--- src/rtl/io_input_unit_pkg.sv ---
// Shared definitions for the io_input_unit slice: Mode encodings and input FSM states.
package io_input_pkg;

  localparam logic [1:0] MODE_FAST = 2'b00;
  localparam logic [1:0] MODE_SLOW = 2'b01;
  localparam logic [1:0] MODE_STEP = 2'b10;

  typedef enum logic [1:0] {
    IDLE = 2'b00,
    WAIT = 2'b01,
    DONE = 2'b10,
    HOLD = 2'b11
  } in_state_e;

  // Mode 2'b11 is an alias of fast-run, so everything except STEP free-runs.
  function automatic logic is_run_mode(input logic [1:0] mode);
    return mode != MODE_STEP;
  endfunction

endpackage

--- src/rtl/io_input_unit_btn_debounce.sv ---
// One push-button: 2-FF synchroniser on the inverted raw input, saturating stability counter,
// level = counter MSB and a one-cycle pulse on its rising edge.
module btn_debounce #(
  parameter int DEB_BITS = 6
) (
  input  logic clk,
  input  logic rst_n,
  input  logic btn_n,
  output logic level,
  output logic pulse
);

  logic                sync1_q, sync1_d;
  logic                sync2_q, sync2_d;
  logic [DEB_BITS-1:0] cnt_q, cnt_d;
  logic                level_q, level_d;

  // Any released sample restarts the count; the MSB acts as the saturation stop.
  always_comb begin
    sync1_d = ~btn_n;
    sync2_d = sync1_q;
    level_d = cnt_q[DEB_BITS-1];
    cnt_d   = cnt_q;
    if (!sync2_q) begin
      cnt_d = '0;
    end else if (!cnt_q[DEB_BITS-1]) begin
      cnt_d = cnt_q + 1'b1;
    end
  end

  always_ff @(posedge clk or negedge rst_n) begin
    if (!rst_n) begin
      sync1_q <= 1'b0;
      sync2_q <= 1'b0;
      cnt_q   <= '0;
      level_q <= 1'b0;
    end else begin
      sync1_q <= sync1_d;
      sync2_q <= sync2_d;
      cnt_q   <= cnt_d;
      level_q <= level_d;
    end
  end

  assign level = cnt_q[DEB_BITS-1];
  assign pulse = cnt_q[DEB_BITS-1] & ~level_q;

endmodule

--- src/rtl/io_input_unit.sv ---
// Processor input stage: debounced buttons, run/step clock generator and IN request handshake.
// Define PS2_INPUT_EN to let a PS2 key strobe complete a pending request (priority over btn1).
module io_input_unit
  import io_input_pkg::*;
#(
  parameter int NUM_BTN  = 4,
  parameter int DEB_BITS = 6,
  parameter int DATA_W   = 14,
  parameter int CNT_W    = 26,
  parameter int FAST_DIV = 1562500,
  parameter int SLOW_DIV = 25000000
) (
  input  logic               Clock,
  input  logic               ResetN,
  input  logic [NUM_BTN-1:0] Botao,
  input  logic [DATA_W-1:0]  Sw,
  input  logic [1:0]         Mode,
  input  logic [DATA_W-1:0]  key_data,
  input  logic               key_valid,
  input  logic               InReq,
  output logic               InAck,
  output logic [DATA_W-1:0]  resultadoEntrada,
  output logic [NUM_BTN-1:0] saidaBotao,
  output logic [NUM_BTN-1:0] botaoPulse,
  output logic               saidaClock,
  output logic               Waiting
);

  localparam logic [CNT_W-1:0] FAST_LAST = CNT_W'(FAST_DIV - 1);
  localparam logic [CNT_W-1:0] SLOW_LAST = CNT_W'(SLOW_DIV - 1);

  for (genvar i = 0; i < NUM_BTN; i++) begin : g_btn
    btn_debounce #(
      .DEB_BITS (DEB_BITS)
    ) u_debounce (
      .clk   (Clock),
      .rst_n (ResetN),
      .btn_n (Botao[i]),
      .level (saidaBotao[i]),
      .pulse (botaoPulse[i])
    );
  end

  logic              key_hit;
  logic [DATA_W-1:0] key_word;

`ifdef PS2_INPUT_EN
  assign key_hit  = key_valid;
  assign key_word = key_data;
`else
  assign key_hit  = 1'b0;
  assign key_word = '0;
  logic unused_ps2;
  assign unused_ps2 = ^{key_data, key_valid};
`endif

  logic [CNT_W-1:0]  div_q, div_d;
  logic              clk_q, clk_d;
  logic              step_q, step_d;
  logic [1:0]        mode_q, mode_d;
  in_state_e         state_q, state_d;
  logic [DATA_W-1:0] result_q, result_d;
  logic              in_ack_q, in_ack_d;
  logic              waiting_q, waiting_d;
  logic [CNT_W-1:0]  run_last;

  // A Mode change wins over the freeze so the new mode always starts from a clean low phase.
  always_comb begin
    div_d    = div_q;
    clk_d    = clk_q;
    step_d   = step_q;
    mode_d   = Mode;
    run_last = (Mode == MODE_SLOW) ? SLOW_LAST : FAST_LAST;
    if (Mode != mode_q) begin
      div_d  = '0;
      clk_d  = 1'b0;
      step_d = 1'b0;
    end else if (waiting_q) begin
      div_d = div_q;
    end else if (is_run_mode(Mode)) begin
      if (div_q == run_last) begin
        div_d = '0;
        clk_d = ~clk_q;
      end else begin
        div_d = div_q + 1'b1;
      end
    end else if (step_q) begin
      if (div_q == FAST_LAST) begin
        div_d  = '0;
        clk_d  = 1'b0;
        step_d = 1'b0;
      end else begin
        div_d = div_q + 1'b1;
      end
    end else if (botaoPulse[0] && !clk_q) begin
      div_d  = '0;
      clk_d  = 1'b1;
      step_d = 1'b1;
    end
  end

  // Withdrawal of InReq in WAIT takes priority over a same-cycle completion.
  always_comb begin
    state_d  = state_q;
    result_d = result_q;
    case (state_q)
      IDLE: if (InReq) state_d = WAIT;
      WAIT: begin
        if (!InReq) begin
          state_d = IDLE;
        end else if (key_hit) begin
          result_d = key_word;
          state_d  = DONE;
        end else if (botaoPulse[1]) begin
          result_d = Sw;
          state_d  = DONE;
        end
      end
      DONE:    state_d = HOLD;
      HOLD:    if (!InReq) state_d = IDLE;
      default: state_d = IDLE;
    endcase
    waiting_d = (state_d == WAIT);
    in_ack_d  = (state_d == DONE);
  end

  always_ff @(posedge Clock or negedge ResetN) begin
    if (!ResetN) begin
      div_q     <= '0;
      clk_q     <= 1'b0;
      step_q    <= 1'b0;
      mode_q    <= MODE_FAST;
      state_q   <= IDLE;
      result_q  <= '0;
      in_ack_q  <= 1'b0;
      waiting_q <= 1'b0;
    end else begin
      div_q     <= div_d;
      clk_q     <= clk_d;
      step_q    <= step_d;
      mode_q    <= mode_d;
      state_q   <= state_d;
      result_q  <= result_d;
      in_ack_q  <= in_ack_d;
      waiting_q <= waiting_d;
    end
  end

  assign saidaClock       = clk_q;
  assign Waiting          = waiting_q;
  assign InAck            = in_ack_q;
  assign resultadoEntrada = result_q;

endmodule

--- config.mk ---
export PLATFORM = sky130hd
export DESIGN_NAME = io_input_unit
export DESIGN_NICKNAME = d
export VERILOG_FILES = /design/src/rtl/io_input_unit_pkg.sv /design/src/rtl/io_input_unit_btn_debounce.sv /design/src/rtl/io_input_unit.sv
export SDC_FILE = /design/constraint.sdc
export NUM_CORES = 1
export LEC_CHECK = 0
export ABC_AREA = 1
export CAP_MARGIN = 20
export CORE_ASPECT_RATIO = 1.1
export CORE_MARGIN = 2
export CORE_UTILIZATION = 45
export CTS_CLUSTER_SIZE = 12
export DETAILED_ROUTE_END_ITERATION = 12
export PLACE_DENSITY = 0.69
export SETUP_SLACK_MARGIN = 0.4
export SYNTH_ARGS = -nofsm -noshare
export SYNTH_HDL_FRONTEND = slang
export SYNTH_SLANG_ARGS = --single-unit
--- constraint.sdc ---
create_clock -name Clock -period 1.7 [get_ports Clock]
set_input_delay 0.51 -clock Clock [delete_from_list [all_inputs] [get_ports Clock]]
set_output_delay 0.51 -clock Clock [all_outputs]
set_load 0.005 [all_outputs]
# == Yosys cells after proc, flatten, opt, wreduce, memory -nomap -nowiden ==
# Index checks and enable logic that the tools add are counted.
# word_totals
regBits,84
out_inout_bits,25
wordCells,106
# classes
n_addsub,5
n_eq_ne,18
mux,34
bitwise,13
reduce_logical,8
# ops
op,count
2-to-1 mux 26 bit,7
2-to-1 mux 6 bit,8
adder 26 x 1 -> 26 bit (second input constant),1
equality test 26 x 21 -> 1 bit (second input constant),1
equality test 26 x 25 -> 1 bit,1
2-to-1 mux 25 bit,1
adder 6 x 1 -> 6 bit (second input constant),4
2-to-1 mux 1 bit,13
!= test 2 bit (second input constant),6
NOT 1 bit,9
2-to-1 mux 2 bit,4
one-hot mux 2 bit (4 select lines),1
equality test 2 x 1 -> 1 bit (second input constant),3
equality test 2 bit (second input constant),3
bitwise AND 1 bit,4
!= test 4 x 1 -> 1 bit (second input constant),1
AND reduction 2 bit,2
AND reduction 4 bit,1
nonzero test 4 bit,1
!= test 3 x 2 -> 1 bit (second input constant),1
AND reduction 3 bit,1
zero test 2 bit,1
!= test 2 x 1 -> 1 bit (second input constant),1
!= test 2 bit,1
2 further kinds,2

# == Logic depth before layout (Yosys ltp) ==
# depth
ltp_word,8
depth_mapped,14

# == Hierarchy ==
# A second synthesis with hierarchy kept.
# hier_totals
cells_unflattened,520
hier_area_um2,4210.3
# modules_own_cells
module,n_inst,cells_each,area_per_inst_um2
io_input_unit,1,356,2718.9
btn_debounce,4,41,372.9

# == Least setup slack after synthesis ==
# No wires, ideal clock.
# synth_timing
path_kind,input port to flip-flop
from,in Mode[0]
to,reg div_q[23]
arrival_ns,1.469
required_ns,1.580
setup_slack_ns,0.111
stages,12
path_cell_list,inv_1 > nor2_1 > nand2_1 > nor2_1 > nor2_1 > nor2_1 > nand2_1 > nand2_1 > nand2_2 > o21ai_2 > buf_6 > nor2_1
# synth_via
elab_chain_len,7
elab_cells_between_ends,12
classes_between,eq/ne (5); mux (5); reduce/logical (2)
# synth_lines
element,line_no,text
start: declaration,io_input_unit.sv:17,"input logic [1:0] Mode,"
equality test 2 x 1 -> 1 bit,io_input_unit.sv:73,run_last = (Mode == MODE_SLOW) ? SLOW_LAST : FAST_LAST;
2-to-1 mux 25 bit,io_input_unit.sv:73,
equality test 26 x 25 -> 1 bit,io_input_unit.sv:81,if (div_q == run_last) begin
2-to-1 mux 26 bit,io_input_unit.sv:81,
2-to-1 mux 26 bit,io_input_unit.sv:80,end else if (is_run_mode(Mode)) begin
2-to-1 mux 26 bit,io_input_unit.sv:78,end else if (waiting_q) begin
2-to-1 mux 26 bit,io_input_unit.sv:74,if (Mode != mode_q) begin
end signal: assignment,io_input_unit.sv:138,div_q <= div_d;
end: declaration,io_input_unit.sv:57,"logic [CNT_W-1:0] div_q, div_d;"
# Several ways; a longest one is shown, not always the timed one. The select of a mux whose other input is x is not followed.
# A chain may end at the register's enable or synchronous reset.

# == Worst setup path in the final report ==
# layout_timing
from,reg div_q[13]
to,reg div_q[13]
# layout_via
elab_chain_len,6
elab_cells_between_ends,9
classes_between,add/sub (1); eq/ne (2); mux (6)
# layout_lines
element,line_no,text
adder 26 x 1 -> 26 bit / equality test 26 x 21 -> 1 bit (equally long branches),"io_input_unit.sv:85, io_input_unit.sv:93, io_input_unit.sv:88",
2-to-1 mux 26 bit,io_input_unit.sv:88,if (div_q == FAST_LAST) begin
2-to-1 mux 26 bit,io_input_unit.sv:87,end else if (step_q) begin
2-to-1 mux 26 bit (*),io_input_unit.sv:80,
2-to-1 mux 26 bit (*),io_input_unit.sv:78,
2-to-1 mux 26 bit (*),io_input_unit.sv:74,
# Every way passes the cells marked *; elsewhere a longest branch is shown, timed or not. The select of a mux whose other input is x is not followed.

==> key figures <==
CTS
  – Num CTS Buffers: 9
  – H-tree depth: 3
  – Clk buf depth: 2
  – Clock Sinks: 84
  – Clk_lat worst skew: 0.36 ns
  – Clock slew at reported path FFs: 0.08 ns
  – CTS tree: built
  – Clock root buffer: clkbuf_8

Setup path
  – Delay of the slowest critical-path stage: 0.42 ns
  – Critical path type: reg2reg
  – Crit. Startpoint: div_q[13]
  – Crit-path slowest cell: dfrtp_1
  – Worst-path cell chain: buf_4 > nand2_1 > nor2_1 > nand2_1 > a21oi_2 > nand2_1 > nand2_1 > nand2_2 > o21ai_4 > buf_6 > nor2_2
  – Origin of the critical flop-to-flop path: div_q[13]
  – Crit start category: flip-flop
  – Most used cell, CP: nand2_1
  – Data required, critical path: slightly below 2 ns
  – Arrival time of the worst setup path: around 2.1 ns
  – CP Capture Type: flip-flop
  – Crit path max fanout: 5

Global routing
  – Vias in the first global route: between 3000 and 4000
  – Largest net degree at the start of global routing: 46
  – First-pass GRT wire length: 17.3 mm
  – Aggregate global routing overflow: 0
  – GRT Util Overall: 22.1%
  – Initial antenna violation count: 0

Place
  – # port buffers: 47
  – Placed insts: 691
  – DP HPWL: 6.51 mm
  – Placer Congestion: 0.874

STA
  – Setup WS post-layout: -0.172 ns
  – Tmin final: 1.87 ns
  – Final Setup Violations: 26
  – Tcrit/Tclk final: 110%
  – Worst slew pin tran: just over 0.4 ns
  – Clk_skew: ~0.0075 ns
  – Max-slew violations: 0
  – Final Hold Fails: 0
  – Max Clk Rate: 534 MHz
  – Hold_ws: 0.351 ns
  – Max_slew headroom: 72.3%
  – RSZ-0062 raised after global routing: yes

Floorplan
  – Die Y: between 100 and 150 µm
  – Io pins: 63
  – Starting Density: 46.2%
  – Die area: 9890 µm²
  – Core Area: 8870 µm²
  – Die Width: 95 µm
  – Row cnt: 36

Detailed routing
  – Residual DRC count: 0
  – Final wirelength: approximately 10 mm
  – ANT nets after route: 0
  – DRT iter0 DRCs: 180
  – Vias/cell: ~5.0
  – Pre-Repair DR Iteration Count: 4
  – Drt wl/cell: 13.6 µm
  – Via count: 3819

Min path
  – HP Start: g_btn[2].u_debounce.sync1_q
  – Hold Path Class: reg2reg

Final layout
  – Commonest non-fill, non-tap cell in the layout: nand2_1
  – Ratio of cells with drive above 1 in the final layout: 38.1%
  – Antenna cell count: 0
  – Area growth from synthesis to layout: 47.4%
  – Most frequent cells in the layout: nand2_1 (102), dfrtp_1 (84), buf_4 (77)
  – Nets: just under 700
  – Non-Filler Instances: 767

Power and ir drop
  – Leak: slightly below 3 nW
  – Worst VDD drop: 0.589 mV
  – Final Power: around 4.3 mW
  – Pwr dens: 715 nW/µm²

Outcome
  – Failing checks: setup timing
  – Status: finished with violations

Logic synthesis
  – Mapped Nets: roughly 550
  – Syn Area/Cell: 8.15 µm²
  – Netlist cell types: 30
  – FF+latch count, synth: 84
  – Cells after synthesis: 503
  – Sequential share of the synthesized area: 51.3%
  – Ys Warns: 0
  – Cell Area, Synth: around 4000 µm²

Job
  – Max Cap Violations: 0
[cell families after synthesis]
group | share of synthesized area, %
buffers and inverters | 8.58
AO/OA/AOI/OAI | 6.20
AND/OR/NAND/NOR | 28.3
XOR/XNOR | 3.85
flip-flops | 51.3
adder cells (fa/ha/maj) | 1.83
[flip-flops by register name, indices dropped and copies added (netlist names), 2 cells and up]
| name | flops |
|---|---|
| g_btn.u_debounce.sync2_q | 4 |
| div_q | 26 |
| g_btn.u_debounce.sync1_q | 4 |
| mode_q | 2 |
| state_q | 2 |
| resultadoEntrada | 14 |
| g_btn.u_debounce.cnt_q | 24 |
| g_btn.u_debounce.level_q | 4 |
[synthesized netlist by cell type]
| master | n | area (µm²) |
|---|---|---|
| o221ai_1 | 3 | 26.3 |
| dfrtp_1 | 84 | 2100 |
| nor3_1 | 10 | 50.1 |
| nand3_1 | 37 | 185 |
| buf_2 | 2 | 10.0 |
| nand2_1 | 131 | 492 |
| o32ai_1 | 1 | 8.76 |
| a21oi_1 | 19 | 95.1 |
| buf_4 | 8 | 60.1 |
| nor2_4 | 1 | 11.3 |
| inv_1 | 55 | 206 |
| and3_1 | 1 | 6.26 |
| clkbuf_1 | 4 | 15.0 |
| nor3_2 | 2 | 20.0 |
| a22oi_1 | 1 | 7.51 |
| inv_2 | 4 | 15.0 |
| a211oi_1 | 1 | 7.51 |
| nor2_2 | 3 | 18.8 |
| o21ai_1 | 3 | 15.0 |
| buf_6 | 4 | 45.0 |
| nand3b_1 | 1 | 7.51 |
| xnor2_1 | 3 | 26.3 |
| nand4_1 | 12 | 75.1 |
| o21ai_0 | 17 | 85.1 |
| ha_1 | 6 | 75.1 |
| nand2_2 | 3 | 18.8 |
| nor2_1 | 69 | 259 |
| o21ai_2 | 1 | 8.76 |
| nor3b_1 | 2 | 15.0 |
| xor2_1 | 15 | 131 |
[repair_timing]
| item | in CTS | in global routing |
|---|---|---|
| hold buffers | 1 | 0 |
| cloned | 3 | 0 |
| endpoints found under the setup margin | 54 | 69 |
| pin swaps | 36 | 22 |
| resized for setup | 203 | 37 |
| endpoints found under the hold margin | 7 | 0 |
| setup buffers | 43 | 15 |
[final cells by class]
cell class | instances | area [µm²]
multi-input cells | 342 | 1990
well taps | 114 | 143
fillers | 650 | 2830
clock inverters | 3 | 46.3
flip-flops and latches | 84 | 2100
clock buffers | 11 | 151
repair buffers | 154 | 1340
inverters | 59 | 270
[metal layers]
metal  global-route usage (%)  vias to the layer above  wire (µm)
met5                        0                        -          0
met4                     9.32                        0        314
met3                     5.43                       34        529
met2                     37.3                      106       5370
met1                     26.5                     1801       4230
li1                         -                     1878          -
[critical path: cells and delay by family (launching register included)]
| family | cells | cell delay [ns] |
|---|---|---|
| AND/OR/NAND/NOR | 7 | 0.56 |
| AO/OA/AOI/OAI | 2 | 0.44 |
| flip-flops | 1 | 0.42 |
| buffers and inverters | 2 | 0.35 |
[where the power goes]
group          switching (mW)  internal [mW]
Clock                   0.707          0.748
Combinational           0.302          0.302
Sequential              0.129           2.13
Total                    1.14           3.18
[final timing paths]
path / slack, ns / cells past startpoint / to
setup / recovery: -0.17 / 11 / div_q[13]
hold / removal: 0.35 / 0 / g_btn[2].u_debounce.sync2_q
setup reg to reg: -0.17 / 11 / div_q[13]
hold reg to reg: 0.35 / 0 / g_btn[2].u_debounce.sync2_q
max in group asynchronous: 0.73 / 3 / g_btn[0].u_debounce.cnt_q[3]
min in group asynchronous: 0.51 / 2 / g_btn[2].u_debounce.level_q
[through the flow]
| step | cell area, µm² | setup WS (ns) | util [%] | TNS, ns |
|---|---|---|---|---|
| global placement | 5070 | -0.638 | 57.1 | -16.50 |
| floorplan | 4210 | 0.136 | - | 0 |
| detailed placement | 5070 | -0.707 | 57.1 | -18.01 |
| finish | 6040 | -0.172 | 68.1 | -3.57 |
| global route | 6040 | -0.301 | 68.1 | -7.07 |
| CTS | 5810 | -0.00110 | 65.5 | -0.00154 |
Note: power is estimated with default switching activity, not from simulation.
